**src/rtl/arm_pkg.sv**
```systemverilog
// Shared definitions for the arm balance, modulator and gate dead-time stages.
//   ch_state_t    : per-leg gate FSM state (OFF, DT, HI, LO), 2-bit encoding
//   *_DEF         : default dead time, minimum on-time and counter width
package arm_pkg;

  typedef enum logic [1:0] {
    ST_OFF = 2'd0,
    ST_DT  = 2'd1,
    ST_HI  = 2'd2,
    ST_LO  = 2'd3
  } ch_state_t;

  localparam int unsigned DT_CYCLES_DEF = 50;   // 1 us @ 50 MHz
  localparam int unsigned MIN_ON_DEF    = 100;
  localparam int unsigned CNT_W_DEF     = 8;

endpackage

```
**src/rtl/arm_gate_deadtime_if.sv**
```systemverilog
// Signal bundle between the arm balance stage and the gate dead-time block.
//   fo         : firing word, 1 = upper switch on
//   enable     : converter running
//   fault_in   : external fault, asynchronous, active-high
//   fault_clr  : one-cycle pulse that clears the latched fault
//   gate_hi/lo : complementary gate pair per leg
//   fault_lat  : latched fault flag
//   busy       : leg is in dead time or inside its min-on window
// master drives the commands, slave is the dead-time block.
interface arm_gate_deadtime_if #(
  parameter int unsigned N_CH = 4
) ();
  logic [N_CH-1:0] fo;
  logic            enable;
  logic            fault_in;
  logic            fault_clr;
  logic [N_CH-1:0] gate_hi;
  logic [N_CH-1:0] gate_lo;
  logic            fault_lat;
  logic [N_CH-1:0] busy;

  modport master (
    output fo, enable, fault_in, fault_clr,
    input  gate_hi, gate_lo, fault_lat, busy
  );

  modport slave (
    input  fo, enable, fault_in, fault_clr,
    output gate_hi, gate_lo, fault_lat, busy
  );
endinterface

```
**src/rtl/arm_gate_deadtime_dt_channel.sv**
```systemverilog
// One leg of the gate driver: FSM, shared dead-time/min-on counter and the
// registered complementary gate pair.
//   clk, rst : clock, synchronous active-high reset
//   halt     : forces the leg to OFF with both gates low on the next edge
//   fo_q     : registered firing bit, 1 = upper switch
//   gate_hi  : upper gate, registered
//   gate_lo  : lower gate, registered
//   busy     : in dead time or inside the min-on window, registered
module dt_channel
  import arm_pkg::*;
#(
  parameter int unsigned DT_CYCLES = DT_CYCLES_DEF,
  parameter int unsigned MIN_ON    = MIN_ON_DEF,
  parameter int unsigned CNT_W     = CNT_W_DEF
) (
  input  logic clk,
  input  logic rst,
  input  logic halt,
  input  logic fo_q,
  output logic gate_hi,
  output logic gate_lo,
  output logic busy
);

  localparam logic [CNT_W-1:0] DT_LOAD  = CNT_W'(DT_CYCLES);
  localparam logic [CNT_W-1:0] MIN_LOAD = CNT_W'(MIN_ON);
  localparam logic [CNT_W-1:0] CNT_ONE  = CNT_W'(1);

  ch_state_t        state;
  logic [CNT_W-1:0] cnt;

  // Gates and busy are decoded into registers alongside the state, so each
  // output changes on the same edge as the state that implies it.
  always_ff @(posedge clk) begin
    if (rst || halt) begin
      state   <= ST_OFF;
      cnt     <= '0;
      gate_hi <= 1'b0;
      gate_lo <= 1'b0;
      busy    <= 1'b0;
    end else begin
      case (state)
        ST_OFF: begin
          state   <= ST_DT;
          cnt     <= DT_LOAD;
          gate_hi <= 1'b0;
          gate_lo <= 1'b0;
          busy    <= 1'b1;
        end
        ST_DT: begin
          // fo_q is only looked at on expiry; changes during DT do not restart it
          if (cnt <= CNT_ONE) begin
            state   <= fo_q ? ST_HI : ST_LO;
            cnt     <= MIN_LOAD;
            gate_hi <= fo_q;
            gate_lo <= ~fo_q;
          end else begin
            cnt <= cnt - CNT_ONE;
          end
          busy <= 1'b1;
        end
        ST_HI, ST_LO: begin
          if ((fo_q != (state == ST_HI)) && (cnt == '0)) begin
            state   <= ST_DT;
            cnt     <= DT_LOAD;
            gate_hi <= 1'b0;
            gate_lo <= 1'b0;
            busy    <= 1'b1;
          end else begin
            if (cnt != '0) cnt <= cnt - CNT_ONE;
            // counter is still non-zero after this edge only if it was above one
            busy <= (cnt > CNT_ONE);
          end
        end
        default: begin
          state   <= ST_OFF;
          cnt     <= '0;
          gate_hi <= 1'b0;
          gate_lo <= 1'b0;
          busy    <= 1'b0;
        end
      endcase
    end
  end

endmodule

```
**src/rtl/arm_gate_deadtime.sv**
```systemverilog
// Converts the arm balance firing word into dead-time protected complementary
// gate pairs, with a latched fault path and enable gating.
//   clk, rst : clock, synchronous active-high reset
//   bus      : arm_gate_deadtime_if slave (fo, enable, fault_in, fault_clr in;
//              gate_hi, gate_lo, fault_lat, busy out)
module arm_gate_deadtime
  import arm_pkg::*;
#(
  parameter int unsigned N_CH      = 4,
  parameter int unsigned DT_CYCLES = DT_CYCLES_DEF,
  parameter int unsigned MIN_ON    = MIN_ON_DEF,
  parameter int unsigned CNT_W     = CNT_W_DEF
) (
  input  logic                 clk,
  input  logic                 rst,
  arm_gate_deadtime_if.slave   bus
);

  logic [N_CH-1:0] fo_q;
  logic            flt_m;
  logic            flt_s;
  logic            fault_lat;
  logic            halt;
  logic [N_CH-1:0] gate_hi_w;
  logic [N_CH-1:0] gate_lo_w;
  logic [N_CH-1:0] busy_w;

  always_ff @(posedge clk) begin
    if (rst) begin
      fo_q      <= '0;
      flt_m     <= 1'b0;
      flt_s     <= 1'b0;
      fault_lat <= 1'b0;
    end else begin
      fo_q  <= bus.fo;
      flt_m <= bus.fault_in;
      flt_s <= flt_m;
      // an active synchronized fault wins over a simultaneous clear
      if (flt_s)              fault_lat <= 1'b1;
      else if (bus.fault_clr) fault_lat <= 1'b0;
    end
  end

  always_comb begin
    halt = flt_s | fault_lat | ~bus.enable;
  end

  for (genvar i = 0; i < N_CH; i++) begin : g_ch
    dt_channel #(
      .DT_CYCLES (DT_CYCLES),
      .MIN_ON    (MIN_ON),
      .CNT_W     (CNT_W)
    ) u_ch (
      .clk     (clk),
      .rst     (rst),
      .halt    (halt),
      .fo_q    (fo_q[i]),
      .gate_hi (gate_hi_w[i]),
      .gate_lo (gate_lo_w[i]),
      .busy    (busy_w[i])
    );
  end

  assign bus.gate_hi   = gate_hi_w;
  assign bus.gate_lo   = gate_lo_w;
  assign bus.busy      = busy_w;
  assign bus.fault_lat = fault_lat;

endmodule

```
**src/flat_wrapper.sv**
```systemverilog
// flat-port wrapper written by rule: the top's interface ports become plain ports
module arm_gate_deadtime_flat import arm_pkg::*;
#(
  parameter int unsigned N_CH      = 4,
  parameter int unsigned DT_CYCLES = DT_CYCLES_DEF,
  parameter int unsigned MIN_ON    = MIN_ON_DEF,
  parameter int unsigned CNT_W     = CNT_W_DEF
)
  (clk, rst, bus_fo, bus_enable, bus_fault_in, bus_fault_clr, bus_gate_hi, bus_gate_lo, bus_fault_lat, bus_busy);
  arm_gate_deadtime_if #(.N_CH(N_CH)) bus_i ();
  input  logic clk;
  input  logic rst;
  input wire logic [$bits(bus_i.fo)-1:0] bus_fo;
  input wire logic [$bits(bus_i.enable)-1:0] bus_enable;
  input wire logic [$bits(bus_i.fault_in)-1:0] bus_fault_in;
  input wire logic [$bits(bus_i.fault_clr)-1:0] bus_fault_clr;
  output wire logic [$bits(bus_i.gate_hi)-1:0] bus_gate_hi;
  output wire logic [$bits(bus_i.gate_lo)-1:0] bus_gate_lo;
  output wire logic [$bits(bus_i.fault_lat)-1:0] bus_fault_lat;
  output wire logic [$bits(bus_i.busy)-1:0] bus_busy;
  assign bus_i.fo = bus_fo;
  assign bus_i.enable = bus_enable;
  assign bus_i.fault_in = bus_fault_in;
  assign bus_i.fault_clr = bus_fault_clr;
  assign bus_gate_hi = bus_i.gate_hi;
  assign bus_gate_lo = bus_i.gate_lo;
  assign bus_fault_lat = bus_i.fault_lat;
  assign bus_busy = bus_i.busy;
  arm_gate_deadtime #(.N_CH(N_CH), .DT_CYCLES(DT_CYCLES), .MIN_ON(MIN_ON), .CNT_W(CNT_W)) u_core (.clk(clk), .rst(rst), .bus(bus_i));
endmodule
```
**config.mk**
```make
export PLATFORM = sky130hd
export DESIGN_NAME = arm_gate_deadtime_flat
export DESIGN_NICKNAME = d
export VERILOG_FILES = /design/src/rtl/arm_pkg.sv /design/src/rtl/arm_gate_deadtime_if.sv /design/src/rtl/arm_gate_deadtime_dt_channel.sv /design/src/rtl/arm_gate_deadtime.sv /design/src/flat_wrapper.sv
export SDC_FILE = /design/constraint.sdc
export NUM_CORES = 1
export LEC_CHECK = 0
export CAP_MARGIN = 10
export CORE_ASPECT_RATIO = 1.4
export CORE_MARGIN = 4
export CORE_UTILIZATION = 63
export DETAILED_ROUTE_END_ITERATION = 12
export GPL_TIMING_DRIVEN = 0
export MAX_ROUTING_LAYER = met4
export PLACE_DENSITY = 0.91
export SYNTH_ARGS = -nofsm -noshare
export SYNTH_HDL_FRONTEND = slang
export SYNTH_SLANG_ARGS = --single-unit
export TNS_END_PERCENT = 50
```
**constraint.sdc**
```tcl
create_clock -name clk -period 4.64 [get_ports clk]
set_input_delay 0.464 -clock clk [delete_from_list [all_inputs] [get_ports clk]]
set_output_delay 0.464 -clock clk [all_outputs]
set_load 0.1 [all_outputs]
```
==> results of run 1 <==
-- cell families (layout without fill, tap and decap cells) --
kind of cell	count (synthesis)	after routing	synth area share, %
AO/OA/AOI/OAI	97	97	21.3
XOR/XNOR	19	19	5.05
adder cells (fa/ha/maj)	12	12	4.56
buffers and inverters	47	83	7.06
flip-flops	59	59	35.9
multiplexers	5	5	1.52
AND/OR/NAND/NOR	133	133	24.6
-- synthesized netlist by cell type, drive strengths merged, types with 8 or more instances --
master / count
dfxtp: 59
nand2: 26
a21oi: 22
buf: 19
nor2: 19
inv: 16
xnor2: 13
a31oi: 12
clkbuf: 12
ha: 12
nor2b: 12
nor3: 11
nor4: 10
o21ai: 10
nor3b: 9
nand3: 8
-- registers in the layout, indices dropped and copies added (netlist names) --
signal and count:
u_core.bus.fault_lat 1, u_core.flt_m 1, u_core.flt_s 1, u_core.fo_q 4
u_core.g_ch.u_ch.busy 4, u_core.g_ch.u_ch.cnt 32, u_core.g_ch.u_ch.gate_hi 4, u_core.g_ch.u_ch.gate_lo 4
u_core.g_ch.u_ch.state 8
-- report_power, final --
group | switching (mW) | internal [mW]
registers | 0.0199 | 0.527
logic | 0.164 | 0.104
clock network | 0.201 | 0.312
total | 0.384 | 0.943
-- worst paths after layout --
| path | endpoint | cells past startpoint |
|---|---|---|
| worst max-delay path | bus_gate_lo[0] | 2 |
| worst min-delay path | u_core.flt_s | 1 |
| worst max register to register | u_core.g_ch[2].u_ch.gate_hi | 6 |
| worst min register to register | u_core.flt_s | 1 |
-- cell type report --
cell class | count | area, um^2
Timing Repair Buffer | 21 | 210
Tap cell | 64 | 80.1
Fill cell | 366 | 1150
Sequential cell | 59 | 1180
Clock buffer | 10 | 138
Clock inverter | 5 | 77.6
Inverter | 16 | 60.1
Buffer | 31 | 173
Multi-Input combinational cell | 266 | 1880
-- metal layers --
metal  vias up  global-route usage [%]
met5         -                       -
met4         0                    11.1
met1      1411                    27.8
met3        15                    6.02
li1       1435                       -
met2       115                    43.4
==> metrics.csv, run 1 <==
stage,metric,value,unit
status,outcome,completed,
floorplan,boundaryPins,22,
sta,setup_ws,2.25,ns
cells_and_area,fin_util,76.7,%
cts,clk_pin_slew,0.06,ns
cells_and_area,drive_gt1_share,12.3,%
cells_and_area,design_area,3800,um^2
synthesis,syn_avg_cell_area,8.86,um^2
critical_path,r2r_start,u_core.g_ch[2].u_ch.cnt[0],
pwr,powerDensity,349,nW/um^2
floorplan,dieArea,6470,um^2
sta,setup_viol,0,
synthesis,synthArstFlopShare,0,%
global_routing,grt_pass1_wl,13000,um
route,routedWlPerCell,16.3,um
critical_path,crit_path_end_kind,primary output,
global_routing,grt_pass1_vias,2865,
sta,max_freq,0.418,GHz
critical_path,worst_ep_arrival_time,1.93,ns
cts,cts_resized,0,
route,vias,2976,
cells_and_area,finalNonFillerCells,472,
critical_path,rrSetupSlack,2.50,ns
cells_and_area,syn_to_final_growth,15.3,%
floorplan,die_h,93.6,um
sta,finalHoldViolations,0,
placed_design,placed_area,3580,um^2
placed_design,place_ws,1.96,ns
sta,min_period_over_period,51.5,%
pwr,ir_drop,285,uV
critical_path,crit_required,4.18,ns
critical_path,critPathTopFamily,buffers and inverters,
min_path,hp-start,u_core.flt_m,
synthesis,yosysUniqueCellTypes,66,
synthesis,ys.flop_type,dfxtp_1,
global_routing,overflow,0,
run,max_cap_viol_count,0,
synthesis,synth_top_area_share,35.9,%
critical_path,crit_start,u_core.g_ch[0].u_ch.gate_lo,
pwr,finalPower,1.33,mW
synthesis,synth_nets,393,
synthesis,synthTopCellsByArea,"dfxtp_1, ha_1, xnor2_1",
global_routing,grt_max_degree,11,
cts,clkLatencyLatePin,0.34,ns
route,dr_wl_met2,3970,um
critical_path,criticalPathCategory,flip-flop to primary output,
cells_and_area,fin_nets,425,
floorplan,core_area,4950,um^2
cts,htree_levels,3,
route,wl,7690,um
route,post-route-drc-count,0,
route,wl_met1,3180,um
route,drtPass1Iterations,5,
synthesis,synth_edf_count,0,
floorplan,die_w,69.1,um
synthesis,ys.warnings.count,0,
floorplan,start_util,66.5,%
critical_path,cp_cell_sequence,buf_4 -> clkdlybuf4s50_1,
critical_path,slowest_delay,1.11,ns
route,antenna_left,0,
route,vias_per_cell,6.31,
sta,finalCriticalPeriod,2.39,ns
sta,drv_slew,0,
sta,hold_ws,0.438,ns
global_routing,grt_usage,25.3,%
route,top_layer,met4,
cts,cts-root-buf,clkbuf_8,
global_routing,antenna_found_initial,0,
cts,clock_path_buffers,2,
route,drt_iter0_drc,360,
sta,skew,0.0111,ns
cts,numCtsBuffers,9,
sta,worst_pin_slew,0.975,ns
placed_design,placedCellCount,457,
cts,cts_tree,built,
synthesis,syn_area,3290,um^2
placed_design,globalplace.congestion,0.952,
sta,slew_headroom,34.8,%
critical_path,crit_fanout,2,
critical_path,timing.critical_path.buf_inv,2,
synthesis,ys_seq_elements,59,
cells_and_area,final_common_cell,dfxtp_1,
cells_and_area,layout_common_cells,"dfxtp_1, nand2_1, a21oi_1",
critical_path,cp_slowest_cell,clkdlybuf4s50_1,
synthesis,postSynthCellCount,372,
cts,cts_setup_buffers,0,
synthesis,seq_area_frac_synth,35.9,%
synthesis,synth_top_cell_by_area,dfxtp_1,
route,met3RoutedLength,392,um
floorplan,row_count,30,
cts,cts.sinks,59,
placed_design,port_buffers,21,
sta,rsz0062_at_grt,false,
cells_and_area,diodes,0,
sta,setup-tns-final,0,ns
min_path,hold_class,flip-flop to flip-flop,
cts,holdBufCountCts,0,
critical_path,startpoint_type,flip-flop,
placed_design,hpwl,5320,um
pwr,leakage,1.45,nW
Power figures use the tool's default switching activity.
==> run 2, diff against run 1 <==
- CORE_UTILIZATION: 63 -> 53
- PLACE_DENSITY: 0.91 -> 0.83
- clock period: 4.64 -> 2.05 ns (I/O delays scaled with it)
==> run 2 against run 1 <==
Against the previous run:
- design area increased by 0.96%
- critical path type is now flip-flop to flip-flop
- setup slack worse by 2.2 ns
- combinational power increased by 130%
- critical path depth increased by 5
- core utilization shrank 12 points
- flip-flop and latch count is the same
- sequential power rose by 130%
- via count shrank 0.34%
- highest routed layer unchanged
==> metrics.csv, run 2 (synthesis results as in run 1) <==
stage,metric,value,unit,change
cells_and_area,nFillCells,514,,was 366
sta,rsz0062_at_grt,true,,was false
sta,setup-tns-final,0,ns,unchanged
placed_design,port_buffers,21,,unchanged
placed_design,globalplace.congestion,0.881,,was 0.952
floorplan,start_util,55.4,%,was 66.5%
cts,clkLatencyLatePin,0.35,ns,was 0.34 ns
cts,clk_pin_slew,0.08,ns,was 0.06 ns
cells_and_area,fin_nets,424,,was 425
cells_and_area,layout_common_cells,"dfxtp_1, nand2_1, a21oi_1",,unchanged
global_routing,overflow,0,,unchanged
pwr,p_switching,0.939,mW,was 0.384 mW
cts,cts.sinks,59,,unchanged
critical_path,cp_slowest_cell,or4_1,,was clkdlybuf4s50_1
route,post-route-drc-count,0,,unchanged
sta,hold_ws,0.396,ns,was 0.438 ns
route,vias,2966,,was 2976
cells_and_area,largest_register,u_core.g_ch.u_ch.cnt,,unchanged
critical_path,worst_ep_arrival_time,2.26,ns,was 1.93 ns
pwr,p_int,1.88,mW,was 0.943 mW
route,wl,7650,um,was 7690 um
global_routing,grt_max_degree,13,,was 11
cells_and_area,largest_reg_flops,32,,unchanged
floorplan,die_h,101,um,was 93.6 um
global_routing,antenna_found_initial,0,,unchanged
pwr,clkPwrFrac,34.0,%,was 38.6%
cts,htree_levels,3,,unchanged
pwr,combPwrFrac,22.2,%,was 20.2%
critical_path,crit_fanout,8,,was 2
route,drtPass1Iterations,5,,unchanged
cells_and_area,reg_top3,"u_core.g_ch.u_ch.cnt (32), u_core.g_ch.u_ch.state (8)",,unchanged
sta,setup_ws,0.0609,ns,was 2.25 ns
floorplan,boundaryPins,22,,unchanged
global_routing,grt_usage,22.1,%,was 25.3%
route,antenna_left,0,,unchanged
pwr,leakage,1.51,nW,was 1.45 nW
cts,numCtsBuffers,9,,unchanged
critical_path,crit_path_end_kind,flip-flop,,was primary output
floorplan,dieArea,7560,um^2,was 6470 um^2
floorplan,row_count,33,,was 30
cells_and_area,fin_util,64.5,%,was 76.7%
sta,skew,0.00702,ns,was 0.0111 ns
min_path,hold_class,primary input to flip-flop,,was flip-flop to flip-flop
cells_and_area,final_common_cell,dfxtp_1,,unchanged
floorplan,die_w,74.6,um,was 69.1 um
cells_and_area,drive_gt1_share,15.9,%,was 12.3%
cts,clock_path_buffers,2,,unchanged
sta,slew_headroom,36.7,%,was 34.8%
route,drt_iter0_drc,270,,was 360
global_routing,grt_pass1_vias,2811,,was 2865
sta,max_freq,0.503,GHz,
pwr,power_frac_seq,43.9,%,was 41.2%
placed_design,place_ws,-0.353,ns,was 1.96 ns
route,routedWlPerCell,16.0,um,was 16.3 um
pwr,ir_drop,489,uV,was 285 uV
pwr,powerDensity,735,nW/um^2,was 349 nW/um^2
cells_and_area,diodes,0,,unchanged
critical_path,criticalPathCategory,flip-flop to flip-flop,,was flip-flop to primary output
critical_path,crit_required,2.33,ns,was 4.18 ns
sta,finalHoldViolations,0,,unchanged
cts,cts_tree,built,,unchanged
pwr,finalPower,2.82,mW,was 1.33 mW
critical_path,rrSetupSlack,0.06,ns,was 2.50 ns
cells_and_area,syn_to_final_growth,16.4,%,was 15.3%
sta,finalCriticalPeriod,1.99,ns,
critical_path,cp_cell_sequence,inv_1 -> ha_1 -> nor3b_2 -> and4b_1 -> buf_2 -> or4_1 -> a211oi_1,,was buf_4 -> clkdlybuf4s50_1
sta,worst_pin_slew,0.954,ns,was 0.975 ns
critical_path,startpoint_type,flip-flop,,unchanged
sta,min_period_over_period,97.0,%,
global_routing,grt_pass1_wl,12600,um,was 13000 um
critical_path,slowest_delay,0.49,ns,was 1.11 ns
route,vias_per_cell,6.21,,was 6.31
cts,cts-root-buf,clkbuf_8,,unchanged
placed_design,hpwl,5200,um,was 5320 um
status,outcome,completed,,unchanged
run,max_cap_viol_count,0,,unchanged
pwr,p_sw_share,33.3,%,was 28.9%
sta,setup_viol,0,,unchanged
floorplan,core_area,5950,um^2,was 4950 um^2
sta,drv_slew,0,,unchanged
cts,cts_setup_buffers,0,,unchanged
[run 2: power groups by stage]
stage          clock network [mW]  logic (mW)  registers (mW)
4_1_cts                     0.976       0.594            1.23
6_report                    0.958       0.625            1.24
3_3_place_gp                    0       0.575            1.26
2_1_floorplan                   0       0.462            1.26
3_5_place_dp                    0       0.586            1.26
5_1_grt                      1.03       0.679            1.24
[run 2: worst max-delay path: cells and delay by family (launching register included)]
kind	cells	cell delay (ns)
and+or+nand+nor	3	0.87
DFF	1	0.37
buffers and inverters	2	0.24
adders and majority gates	1	0.22
AOI/OAI and AO/OA	1	0.23
[run 2: path summary, 6_finish.rpt]
check        cells past startpoint                  startpoint                         end
max                              7  u_core.g_ch[0].u_ch.cnt[0]  u_core.g_ch[0].u_ch.cnt[3]
min                              2                   bus_fo[1]              u_core.fo_q[1]
max reg2reg                      7  u_core.g_ch[0].u_ch.cnt[0]  u_core.g_ch[0].u_ch.cnt[3]
min reg2reg                      1                u_core.flt_m                u_core.flt_s
[run 2: layout make-up]
class	instances	area, um^2	area share, %
Inverter	16	60.1	1.57
Clock inverter	7	53.8	1.40
Sequential cell	59	1180	30.9
Clock buffer	9	124	3.23
Timing Repair Buffer	21	188	4.89
Multi-Input combinational cell	266	1970	51.3
Tap cell	70	87.6	2.28
Buffer	30	170	4.44
[run 2: routing by layer]
layer / up-vias / track usage [%] / share of wire [%]
li1: 1435 / - / -
met1: 1413 / 25.2 / 41
met2: 103 / 36.9 / 51
met3: 15 / 5.36 / 5.1
met4: 0 / 8.08 / 2.5
met5: - / - / 0
[run 2: what timing repair did]
item | CTS | global route
pin swaps | 0 | 1
gates cloned | 0 | 0
gates resized for setup | 15 | 17
hold buffers | 0 | 0
endpoints found under the setup margin | 17 | 31
[run 2: stage by stage]
stage | cells | instance area (um^2)
2_1_floorplan | 372 | 3290
3_3_place_gp | 463 | 3590
3_5_place_dp | 463 | 3590
4_1_cts | 479 | 3760
5_1_grt | 478 | 3840
6_report | 478 | 3840
